===== src/rtl/program_result_monitor.sv =====
// program_result_monitor
//
// Watches a CPU for the end of a self-checking program run. Stores that hit
// a mailbox window of NUM_CHECKS words are captured. When the fetch address
// stops moving (halt) or the run budget expires (timeout), the captured words
// are judged against EXPECTED and the verdict is held until reset.
//
// Ports
//   clk          system clock, rising edge
//   reset_n      asynchronous active-low reset
//   mem_wr_sig   CPU data-memory write strobe
//   mem_addr     CPU data-memory byte address
//   mem_wr_data  CPU store data
//   rom_addr     CPU instruction fetch address
//   done         run finished (sticky)
//   pass         all slots matched (meaningful with done)
//   timeout      run ended by timeout
//   fail_index   lowest failing slot; all ones on timeout; 0 on pass
//   fail_data    captured value of the failing slot; 0 if never written/timeout
//   cycle_count  cycles spent in RUN; frozen once done
//
// state     | meaning
// ----------+------------------------------------------------------------
// S_RUN     | program executing; capturing mailbox stores, watching halt
// S_PASS    | halted with every slot written and matching
// S_FAIL    | halted with a bad/missing slot, or early mismatching store
// S_TIMEOUT | run budget exhausted without a halt

module program_result_monitor #(
    parameter int                         NUM_CHECKS     = 4,
    parameter logic [31:0]                MAILBOX_BASE   = 32'h0000_0100,
    parameter logic [32*NUM_CHECKS-1:0]   EXPECTED       = '0,
    parameter int                         TIMEOUT_CYCLES = 500,
    parameter int                         HALT_CYCLES    = 8,
    parameter int                         EARLY_FAIL     = 0
) (
    input  logic                          clk,
    input  logic                          reset_n,
    input  logic                          mem_wr_sig,
    input  logic [31:0]                   mem_addr,
    input  logic [31:0]                   mem_wr_data,
    input  logic [31:0]                   rom_addr,
    output logic                          done,
    output logic                          pass,
    output logic                          timeout,
    output logic [$clog2(NUM_CHECKS):0]   fail_index,
    output logic [31:0]                   fail_data,
    output logic [31:0]                   cycle_count
);

    localparam int          IW          = $clog2(NUM_CHECKS) + 1;
    localparam int          SW          = $clog2(HALT_CYCLES + 1);
    localparam logic [SW-1:0] HALT_TC   = SW'(HALT_CYCLES);
    localparam logic [31:0] TIMEOUT_TC  = 32'(TIMEOUT_CYCLES - 1);
    // 33 bits so a window ending at the top of the address space cannot wrap
    localparam logic [32:0] MAILBOX_END = {1'b0, MAILBOX_BASE} + 33'(4 * NUM_CHECKS);

    typedef enum logic [1:0] {S_RUN, S_PASS, S_FAIL, S_TIMEOUT} state_t;

    state_t                  state, state_nxt;
    logic [31:0]             slot_val [NUM_CHECKS];
    logic [NUM_CHECKS-1:0]   slot_vld;
    logic [31:0]             prev_rom;
    logic [SW-1:0]           stable_cnt;

    logic [31:0]             mb_off;
    logic [IW-1:0]           mb_slot;
    logic                    mb_hit;
    logic [31:0]             mb_exp;
    logic                    early_fail;
    logic                    halt;
    logic                    budget_out;

    // Slot view after this cycle's capture, so a store landing on the halt
    // cycle still takes part in the evaluation.
    logic [31:0]             view_val [NUM_CHECKS];
    logic [NUM_CHECKS-1:0]   view_vld;
    logic                    any_fail;
    logic [IW-1:0]           eval_idx;
    logic [31:0]             eval_data;

    logic                    done_nxt, pass_nxt, timeout_nxt;
    logic [IW-1:0]           fail_index_nxt;
    logic [31:0]             fail_data_nxt;

    // ---------------------------------------------------------------- decode
    always_comb begin
        mb_off  = mem_addr - MAILBOX_BASE;
        mb_slot = IW'(mb_off >> 2);
        mb_hit  = (state == S_RUN) && mem_wr_sig && (mem_addr[1:0] == 2'b00) &&
                  (mem_addr >= MAILBOX_BASE) && ({1'b0, mem_addr} < MAILBOX_END);
        mb_exp  = '0;
        for (int i = 0; i < NUM_CHECKS; i++) begin
            if (mb_slot == IW'(i)) mb_exp = EXPECTED[32*i +: 32];
        end
        early_fail = (EARLY_FAIL != 0) && mb_hit && (mem_wr_data != mb_exp);
        halt       = (state == S_RUN) && (stable_cnt == HALT_TC);
        budget_out = (state == S_RUN) && (cycle_count == TIMEOUT_TC);
    end

    // ------------------------------------------------------------ evaluation
    always_comb begin
        any_fail  = 1'b0;
        eval_idx  = '0;
        eval_data = '0;
        for (int i = 0; i < NUM_CHECKS; i++) begin
            if (mb_hit && (mb_slot == IW'(i))) begin
                view_vld[i] = 1'b1;
                view_val[i] = mem_wr_data;
            end else begin
                view_vld[i] = slot_vld[i];
                view_val[i] = slot_val[i];
            end
        end
        // Scan downward so the lowest failing slot is the one that sticks.
        for (int i = NUM_CHECKS - 1; i >= 0; i--) begin
            if (!view_vld[i] || (view_val[i] != EXPECTED[32*i +: 32])) begin
                any_fail  = 1'b1;
                eval_idx  = IW'(i);
                eval_data = view_vld[i] ? view_val[i] : 32'd0;
            end
        end
    end

    // --------------------------------------------------- FSM: state register
    always_ff @(posedge clk or negedge reset_n) begin
        if (!reset_n) begin
            state      <= S_RUN;
            done       <= 1'b0;
            pass       <= 1'b0;
            timeout    <= 1'b0;
            fail_index <= '0;
            fail_data  <= '0;
        end else begin
            state      <= state_nxt;
            done       <= done_nxt;
            pass       <= pass_nxt;
            timeout    <= timeout_nxt;
            fail_index <= fail_index_nxt;
            fail_data  <= fail_data_nxt;
        end
    end

    // ------------------------------------------------------ FSM: next state
    always_comb begin
        state_nxt = state;
        if (state == S_RUN) begin
            if (early_fail)      state_nxt = S_FAIL;
            else if (halt)       state_nxt = any_fail ? S_FAIL : S_PASS;
            else if (budget_out) state_nxt = S_TIMEOUT;
        end
    end

    // ---------------------------------------------------------- FSM: outputs
    always_comb begin
        done_nxt       = done;
        pass_nxt       = pass;
        timeout_nxt    = timeout;
        fail_index_nxt = fail_index;
        fail_data_nxt  = fail_data;
        if (state == S_RUN) begin
            case (state_nxt)
                S_PASS: begin
                    done_nxt       = 1'b1;
                    pass_nxt       = 1'b1;
                    fail_index_nxt = '0;
                    fail_data_nxt  = '0;
                end
                S_FAIL: begin
                    done_nxt       = 1'b1;
                    pass_nxt       = 1'b0;
                    fail_index_nxt = early_fail ? mb_slot : eval_idx;
                    fail_data_nxt  = early_fail ? mem_wr_data : eval_data;
                end
                S_TIMEOUT: begin
                    done_nxt       = 1'b1;
                    pass_nxt       = 1'b0;
                    timeout_nxt    = 1'b1;
                    fail_index_nxt = '1;
                    fail_data_nxt  = '0;
                end
                default: ;
            endcase
        end
    end

    // ------------------------------------------------------------- datapath
    always_ff @(posedge clk or negedge reset_n) begin
        if (!reset_n) begin
            prev_rom    <= '0;
            stable_cnt  <= '0;
            cycle_count <= '0;
            slot_vld    <= '0;
            for (int i = 0; i < NUM_CHECKS; i++) slot_val[i] <= '0;
        end else begin
            prev_rom <= rom_addr;
            if (rom_addr == prev_rom) begin
                if (stable_cnt != HALT_TC) stable_cnt <= stable_cnt + 1'b1;
            end else begin
                stable_cnt <= '0;
            end
            if ((state == S_RUN) && (cycle_count != 32'hFFFF_FFFF))
                cycle_count <= cycle_count + 32'd1;
            slot_vld <= view_vld;
            for (int i = 0; i < NUM_CHECKS; i++) slot_val[i] <= view_val[i];
        end
    end

endmodule

===== config.mk =====
export PLATFORM = sky130hd
export DESIGN_NAME = program_result_monitor
export DESIGN_NICKNAME = d
export VERILOG_FILES = /design/src/rtl/program_result_monitor.sv
export SDC_FILE = /design/constraint.sdc
export NUM_CORES = 1
export LEC_CHECK = 0
export BUFFER_PORTS_ARGS = -buffer_cell sky130_fd_sc_hd__buf_4
export CAP_MARGIN = 0
export CORE_ASPECT_RATIO = 1.1
export CORE_UTILIZATION = 57
export DETAILED_ROUTE_END_ITERATION = 12
export PLACE_DENSITY = 0.83
export SLEW_MARGIN = 0
export SYNTH_ARGS = -nofsm -noshare
export SYNTH_HDL_FRONTEND = slang
export SYNTH_SLANG_ARGS = --single-unit

===== constraint.sdc =====
create_clock -name clk -period 3.6 [get_ports clk]
set_input_delay 1.08 -clock clk [delete_from_list [all_inputs] [get_ports clk]]
set_output_delay 1.08 -clock clk [all_outputs]
set_load 0.01 [all_outputs]

Word level (Yosys, flattened, before mapping)
Cells that the tools add are included.
{"block": "totals", "reg_bits": 240, "word_cells": 101, "out_inout_bits": 70, "inputBits": 99}
{"block": "classes", "n_eq_ne": 12, "order_cmp": 2, "mux": 33, "add_sub_neg": 3, "reduce_logical": 37}
{"op": "$mux 32", "count": 12}
{"op": "$reduce_bool 32->1", "count": 4}
{"op": "$pmux 32 s2", "count": 1}
{"op": "$add 32x1->32 const B", "count": 1}
{"op": "$eq 32x32->1", "count": 1}
{"op": "$eq 32x9->1 const B", "count": 1}
{"op": "$ge 32x9->1 const B", "count": 1}
{"op": "$lt 32x9->1 const B", "count": 1}
{"op": "$ne 32x32->1 const B", "count": 1}
{"op": "$logic_and 1x1->1", "count": 11}
{"op": "$mux 2", "count": 5}
{"op": "$reduce_and 2->1", "count": 5}
{"op": "$mux 3", "count": 3}
{"op": "$pmux 3 s3", "count": 1}
{"op": "$mux 1", "count": 8}
{"op": "$mux 4", "count": 2}
{"op": "$eq 3x2->1 const B", "count": 2}
{"op": "$sub 5x1->5 const B", "count": 1}
{"op": "$add 4x1->4 const B", "count": 1}
{"op": "$eq 2x2->1 const B", "count": 2}
{"op": "$eq 4x4->1 const B", "count": 1}
{"op": "$logic_not 1->1", "count": 4}
{"op": "$logic_not 2->1", "count": 2}
{"op": "$logic_or 1x1->1", "count": 4}
{"op": "10 further kinds", "count": 12}

Longest topological paths before layout
Gate-level depths: netlist of run 1.
{"block": "logic_depth", "word_depth": 20, "depth_mapped": 10}

Worst setup path after synthesis of run 1
OpenSTA, ideal clock, no wires.
{"block": "synth_timing", "path_type": "in2reg", "from": "input port mem_addr[30]", "to": "register fail_data[10]", "cell_stages": 8, "arrival_time_ns": 3.252, "slack_ns": 0.225, "t_required_ns": 3.476, "setup_ns": 0.124, "cell_sequence": "nor4_1 -> nand4_2 -> nor3_1 -> mux2i_1 -> clkbuf_1 -> o21ai_1 -> a21oi_1 -> o21ai_1"}
{"block": "synth_via", "elab_chain_len": 18}
{"item": "start, declared", "line_no": "40", "rtl": "input logic [31:0] mem_addr,"}
{"item": "$ge 32x9->1", "line_no": "91", "rtl": "(mem_addr >= MAILBOX_BASE) && ({1'b0, mem_addr} < MAILBOX_END);"}
{"item": "$logic_and 1x1->1", "line_no": "90", "rtl": "mb_hit = (state == S_RUN) && mem_wr_sig && (mem_addr[1:0] == 2'b00) &&"}
{"item": "$logic_and 1x1->1 *", "line_no": "91"}
{"item": "$logic_and 1x1->1", "line_no": "107", "rtl": "if (mb_hit && (mb_slot == IW'(i))) begin"}
{"item": "$mux 32 or $mux 1 (tied branches)", "line_no": "107"}
{"item": "$reduce_bool 32->1 or $logic_not 1->1 (tied branches)", "line_no": "117", "rtl": "if (!view_vld[i] || (view_val[i] != EXPECTED[32*i +: 32])) begin"}
{"item": "$logic_or 1x1->1", "line_no": "117"}
{"item": "$mux 1 (4 in series)", "line_no": "117"}
{"item": "$mux 2 (2 in series)", "line_no": "149", "rtl": "else if (halt) state_nxt = any_fail ? S_FAIL : S_PASS;"}
{"item": "$mux 2", "line_no": "147", "rtl": "if (state == S_RUN) begin"}
{"item": "$eq 2x2->1 or $eq 2x1->1 (tied branches)", "line_no": "162", "rtl": "case (state_nxt)"}
{"item": "$reduce_or 2->1 (no source line)"}
{"item": "$reduce_bool 2->1 (no source line)"}
{"item": "$reduce_and 2->1 (no source line)"}
{"item": "end signal, assigned", "line_no": "140", "rtl": "fail_data <= fail_data_nxt;"}
{"item": "end, declared", "line_no": "47", "rtl": "output logic [31:0] fail_data,"}
Mark *: on every way between the ends. The rest lies on a longest branch, timed or not.
A chain may end at the register's enable or synchronous reset.

Worst setup path after layout of run 1
{"block": "layout_timing", "from": "register slot_val[97] (netlist bit)", "to": "register fail_data[17]"}
{"block": "layout_via", "elab_chain_len": 11}
{"item": "start, declared", "line_no": "61", "rtl": "logic [31:0] slot_val [NUM_CHECKS];"}
{"item": "$mux 32 *", "line_no": "107"}
{"item": "$reduce_bool 32->1 *", "line_no": "117"}
{"item": "$logic_or 1x1->1 *", "line_no": "117"}
{"item": "$mux 1", "line_no": "117"}
{"item": "$mux 2 (2 in series)", "line_no": "149"}
{"item": "$mux 2", "line_no": "147"}
{"item": "$eq 2x2->1 or $eq 2x1->1 (tied branches)", "line_no": "162"}
{"item": "$reduce_or 2->1 (no source line)"}
{"item": "$reduce_bool 2->1 (no source line)"}
{"item": "$reduce_and 2->1 (no source line)"}
Marked as above.

==> run metrics, run 1 <==
crit path from slot_val[97]; R2R depth 9; GPL Wtd Cong 0.9700; min-delay worst type register to register; slowest cell delay on critical path 0.63 ns; # rows 54; static leakage 7.230 nW; first-pass GRT wire length 51860 um; Syn Area/Cell 10.30 um^2; Critical R2R Capture fail_data[17]; max-cap violations 0; Crit Path Category register to register; final setup vio count 0; Die Y 150.8 um; clock-pin slew on the worst setup and hold paths 0.06 ns; Post-Place Cell Area 13460 um^2; pin count of the biggest net entering global routing 75; post-DP HPWL 22090 um; share of layout cells above drive strength 1 0.2308; RSZ-0062 raised after global routing no; Worst Setup Start Kind register; Critical Path End fail_data[17]; number of H-tree levels 1; Area Growth Syn to Fin 24.69%; reg-to-reg startpoint slot_val[97]; port bufs 168; initial core utilization 0.5798; final hold viol count 0; drt wl/cell 20.81 um; Overall Global Routing Usage 0.3255; Seq/Total Area, Yosys 0.5232; Main synth FF type dfrtp_1; critical path peak fanout 16; Post-Place Worst Slack -0.1535 ns; Yosys warnings 0; total number of vias 9918; Sink Count 240; die width 137.3 um; Tcrit/Tclk final 0.8885; final WL 32920 um; CP arrival 3.61 ns; flops & latches, synth 240; vias in the first global route 9752; Post-Syn Nets 1216; CORE AREA 19800 um^2; Pins Over Slew Limit 0; Initial DRC Count 1044; Ant. Diodes 0; setup slack after layout 0.4014 ns; Worst VDD drop 429.4 uV; Post-CTS Hold Fix Bufs 0; Worst-Margin Slew 0.9923 ns; Synth Cell Area 11480 um^2; pwr dens 392.6 nW/um^2; CP endpoint kind register; CP Cell Sequence nor4_1 > buf_4 > nand4_1 > nor3_1 > mux2i_4 > or2_1 > o31ai_4 > buf_12 > a22oi_1; Synth async-reset ratio 1.000; Clock Latency Late Sink 0.54 ns; Slowest-stage cell, CP o31ai_4; CTS max path bufs 3; CTS Root Cell clkbuf_16; CTS Buf Count 25; die footprint 20710 um^2; Final Util 0.7230; Via density 6.269; DR DRC count 0; run status completed; First-pass DRT Iterations 5; FMAX 312.6 MHz; Worst Skew 0.008934 ns; Unique masters post-synth 48; Cells after Synth 1114; internal reg-to-reg setup slack 0.40 ns; Routed Antenna Nets 0; TritonCTS clock tree yes; max-slew headroom at the worst pin 0.3360; post-CTS resize count 0; Post-CTS Setup Bufs 0; Period minus WS final 3.199 ns; design area 14310 um^2; Required @ worst endpoint 4.02 ns; grt ovf 0; EDFF count, synth 0; NumNets Final 1414; initial antenna violation count 0; # IOs 169
## flip-flops by register name, summed over array words and instances, names as in the netlist
name	count
prev_rom	32
state	2
slot_val	128
timeout	1
pass	1
fail_index	3
slot_vld	4
stable_cnt	4
cycle_count	32
done	1
fail_data	32
## cell families after synthesis
logic type / after synthesis / synth area share
AND/OR/NAND/NOR: 384 / 0.1667
flip-flops: 240 / 0.5232
XOR/XNOR: 65 / 0.04960
AO/OA/AOI/OAI: 209 / 0.1256
adder cells (fa/ha/maj): 3 / 0.003270
buffers and inverters: 112 / 0.03804
multiplexers: 101 / 0.09363
## cells in the final DEF (no fill, tap or decap), types with 3 or more instances in the layout
cell type / n
a21oi_1: 35
a221o_1: 17
a22oi_1: 49
and2_1: 16
and3_1: 23
and4_1: 5
buf_12: 10
buf_4: 214
clkbuf_16: 25
clkbuf_8: 10
clkinv_2: 5
dfrtp_1: 240
ha_1: 3
inv_1: 57
mux2_1: 26
mux2_2: 25
mux2i_1: 48
nand2_1: 183
nand3_1: 12
nand4_1: 27
nor2_1: 28
nor2b_1: 3
nor3_1: 13
nor4_1: 45
nor4b_1: 4
o211a_1: 17
o21ai_0: 17
o21ai_1: 48
o31a_1: 3
o32ai_1: 15
or3_1: 6
xnor2_1: 48
xor2_1: 17
## cell usage after synthesis, types with 23 or more instances
cell type / instances / area, um^2
a21oi_1: 35 / 175.2
a22oi_1: 49 / 367.9
and3_1: 23 / 143.9
clkbuf_1: 41 / 153.9
dfrtp_1: 240 / 6006
inv_1: 57 / 214.0
mux2_1: 26 / 292.8
mux2_2: 25 / 281.5
mux2i_1: 50 / 500.5
nand2_1: 183 / 686.9
nand4_1: 27 / 168.9
nor2_1: 29 / 108.9
nor4_1: 46 / 287.8
o21ai_1: 48 / 240.2
xnor2_1: 48 / 420.4
## area by class of cell
class / count / area [um^2]
sequential: 240 / 6006
inverter: 58 / 217.7
clock buffer: 37 / 770.7
clock inverter: 8 / 82.58
multi-input combinational: 762 / 5099
tap: 252 / 315.3
timing repair buffer: 225 / 1822
fill: 1365 / 5484
## critical path, delay by kind of cell, from the launching register on
kind / cells / cell delay [ns]
simple gates: 4 / 1.34
compound gates: 2 / 0.73
buf+inv: 2 / 0.47
flops: 1 / 0.42
mux: 1 / 0.11
## per-layer routing
layer / global-route usage / wire [um]
met4: 0.1445 / 1239
met3: 0.05723 / 3085
met1: 0.4394 / 12940
met5: 0 / 0
met2: 0.5159 / 15650
## metrics by stage
stage               setup TNS [ns]  instances  hold slack [ns]  power (mW)
floorplan                        0       1114           0.4534       2.816
global placement           -0.3397       1537           0.4575       3.018
detailed placement          -3.587       1537           0.4602       3.024
CTS                              0       1582           0.4751       5.634
global route                     0       1582           0.4864       5.764
finish                           0       1582           0.4729       5.619
## power by group
group	leakage [nW]	switching [mW]	internal, mW
clock	0.426	1.09	1.56
sequential	3.01	0.00885	2.72
combinational	3.80	0.134	0.114
total	7.23	1.23	4.39
## how the worst min path moves through the flow
stage	start	end	slack [ns]	cells after the start
global route	timeout	timeout	0.49	1
detailed placement	timeout	timeout	0.46	1
global placement	timeout	timeout	0.46	1
floorplan	slot_val[50]	slot_val[50]	0.45	2
finish	timeout	timeout	0.47	1
CTS	timeout	timeout	0.48	1
No activity file was read; power rests on OpenSTA's default activity.
==> inputs of run 2 (changes only) <==
--- a/config.mk
+++ b/config.mk
@@ -7,8 +7,11 @@
 export LEC_CHECK = 0
 export BUFFER_PORTS_ARGS = -buffer_cell sky130_fd_sc_hd__buf_4
 export CAP_MARGIN = 0
+export CELL_PAD_IN_SITES_DETAIL_PLACEMENT = 1
+export CELL_PAD_IN_SITES_GLOBAL_PLACEMENT = 1
 export CORE_ASPECT_RATIO = 1.1
-export CORE_UTILIZATION = 57
+export CORE_UTILIZATION = 45
+export CTS_CLUSTER_SIZE = 14
 export DETAILED_ROUTE_END_ITERATION = 12
 export PLACE_DENSITY = 0.83
 export SLEW_MARGIN = 0
==> run metrics, run 2 (synthesis gave the netlist of run 1 again) <==
post-DP HPWL 26450 um; Design Power 5.903 mW; internal power 4.566 mW; CTS Root Cell clkbuf_16; Pins Over Slew Limit 0; Seq. cell area 6006 um^2; Sink Count 240; Die Y 169.5 um; RSZ-0062 raised after global routing no; initial antenna violation count 0; Non-Filler Instances 1653; Required @ worst endpoint 4.02 ns; pwr dens 405.3 nW/um^2; final hold viol count 0; Clk network pwr share 0.496; CORE AREA 24770 um^2; final WL 39580 um; CP arrival 3.70 ns; max reg flops 128; Post-Place Worst Slack -0.2089 ns; pin count of the biggest net entering global routing 91; vias in the first global route 11070; critical path peak fanout 11; Worst Setup Start Kind input pin; commonest non-fill, non-tap cell in the layout dfrtp_1; CP endpoint kind register; drt wl/cell 23.94 um; CTS max path bufs 3; final setup vio count 0; # IOs 169; dpl cells 1603; Post-Place Cell Area 13620 um^2; Worst-Margin Slew 1.043 ns; first-pass GRT wire length 62660 um; setup slack after layout 0.3130 ns; run status completed; combinational share of power 0.042; static leakage 7.320 nW; Initial DRC Count 759; commonest non-fill, non-tap cells in the layout dfrtp_1 (240), buf_4 (221), nand2_1 (183); Post-CTS Hold Fix Bufs 0; GPL Wtd Cong 0.8568; Via density 6.162; die footprint 26150 um^2; number of H-tree levels 1; Worst Skew 0.01005 ns; initial core utilization 0.4633; Post-CTS Setup Bufs 0; die width 154.3 um; CTS Buf Count 27; post-CTS resize count 0; max-cap violations 0; Area Growth Syn to Fin 26.89%; max-slew headroom at the worst pin 0.3014; Overall Global Routing Usage 0.3089; Tcrit/Tclk final 0.9131; Fill cells 2699; Crit Path Category input pin to register; design area 14570 um^2; Routed Antenna Nets 0; clock-pin slew on the worst setup and hold paths 0.06 ns; First-pass DRT Iterations 5; min-delay worst type register to register; share of layout cells above drive strength 1 0.2405; FMAX 304.2 MHz; DR DRC count 0; grt ovf 0; NumNets Final 1424; TritonCTS clock tree yes; Net Sw Frac 0.2265; # rows 60; Period minus WS final 3.287 ns; Worst VDD drop 357.9 uV; total number of vias 10190; area taken by multi-input logic gates 5112 um^2; port bufs 168; sequential share of power 0.461; Biggest register slot_val; Clock Latency Late Sink 0.55 ns; P_sw 1.337 mW; Ant. Diodes 0
run 2: cell count changes in the layout (fill, tap and decap cells not counted), sizes merged:
cell | before | now
bufinv | 1 | 3
buf | 225 | 233
clkbuf | 37 | 36
clkinv | 6 | 7
clkinvlp | 1 | 3
inv | 58 | 59
run 2: worst paths after layout:
check / from / endpoint / slack, ns / cells after the start
worst max-delay path: mem_addr[19] / fail_data[14] / 0.31 / 11
worst min-delay path: timeout / timeout / 0.47 / 1
worst max register to register: slot_val[33] / fail_data[22] / 0.50 / 8
worst min register to register: timeout / timeout / 0.47 / 1
max in group asynchronous: reset_n / prev_rom[23] / 2.28 / 2
min in group asynchronous: reset_n / cycle_count[5] / 0.48 / 1
run 2: cell type report:
cell class,count,area share
flip-flops and latches,240,0.4123
multi-input cells,762,0.3510
repair buffers,233,0.1301
clock buffers,36,0.05352
well taps,310,0.02663
inverters,58,0.01495
clock inverters,14,0.01151
run 2: layer usage:
layer  track usage  share of wire
met5             0              0
met4        0.1382          0.035
met3       0.05439          0.070
met2        0.5166           0.48
met1        0.3937           0.41
run 2: stage by stage:
stage | utilization | TNS (ns) | hold slack (ns)
floorplan | - | 0 | 0.4534
global placement | 0.5497 | -2.665 | 0.4543
detailed placement | 0.5497 | -5.825 | 0.4583
CTS | 0.5879 | 0 | 0.4741
global route | 0.5879 | 0 | 0.5016
finish | 0.5879 | 0 | 0.4686
run 2: power by group through the flow:
stage                     Clock (mW)  Sequential (mW)  Combinational, mW
after global routing            3.06             2.72              0.273
final                           2.93             2.72              0.250
after floorplan                    0             2.77             0.0428
after CTS                       2.96             2.72              0.253
after global placement             0             2.77              0.244
after detailed placement           0             2.77              0.251
run 2: critical path, cell delays in order:
cell	delay [ns]
buf_4	0.11
nor4_1	0.54
nand3_1	0.28
buf_4	0.24
nor4_2	0.20
buf_4	0.22
buf_12	0.15
mux2_2	0.35
o211a_1	0.14
o21ai_1	0.26
a22oi_1	0.11
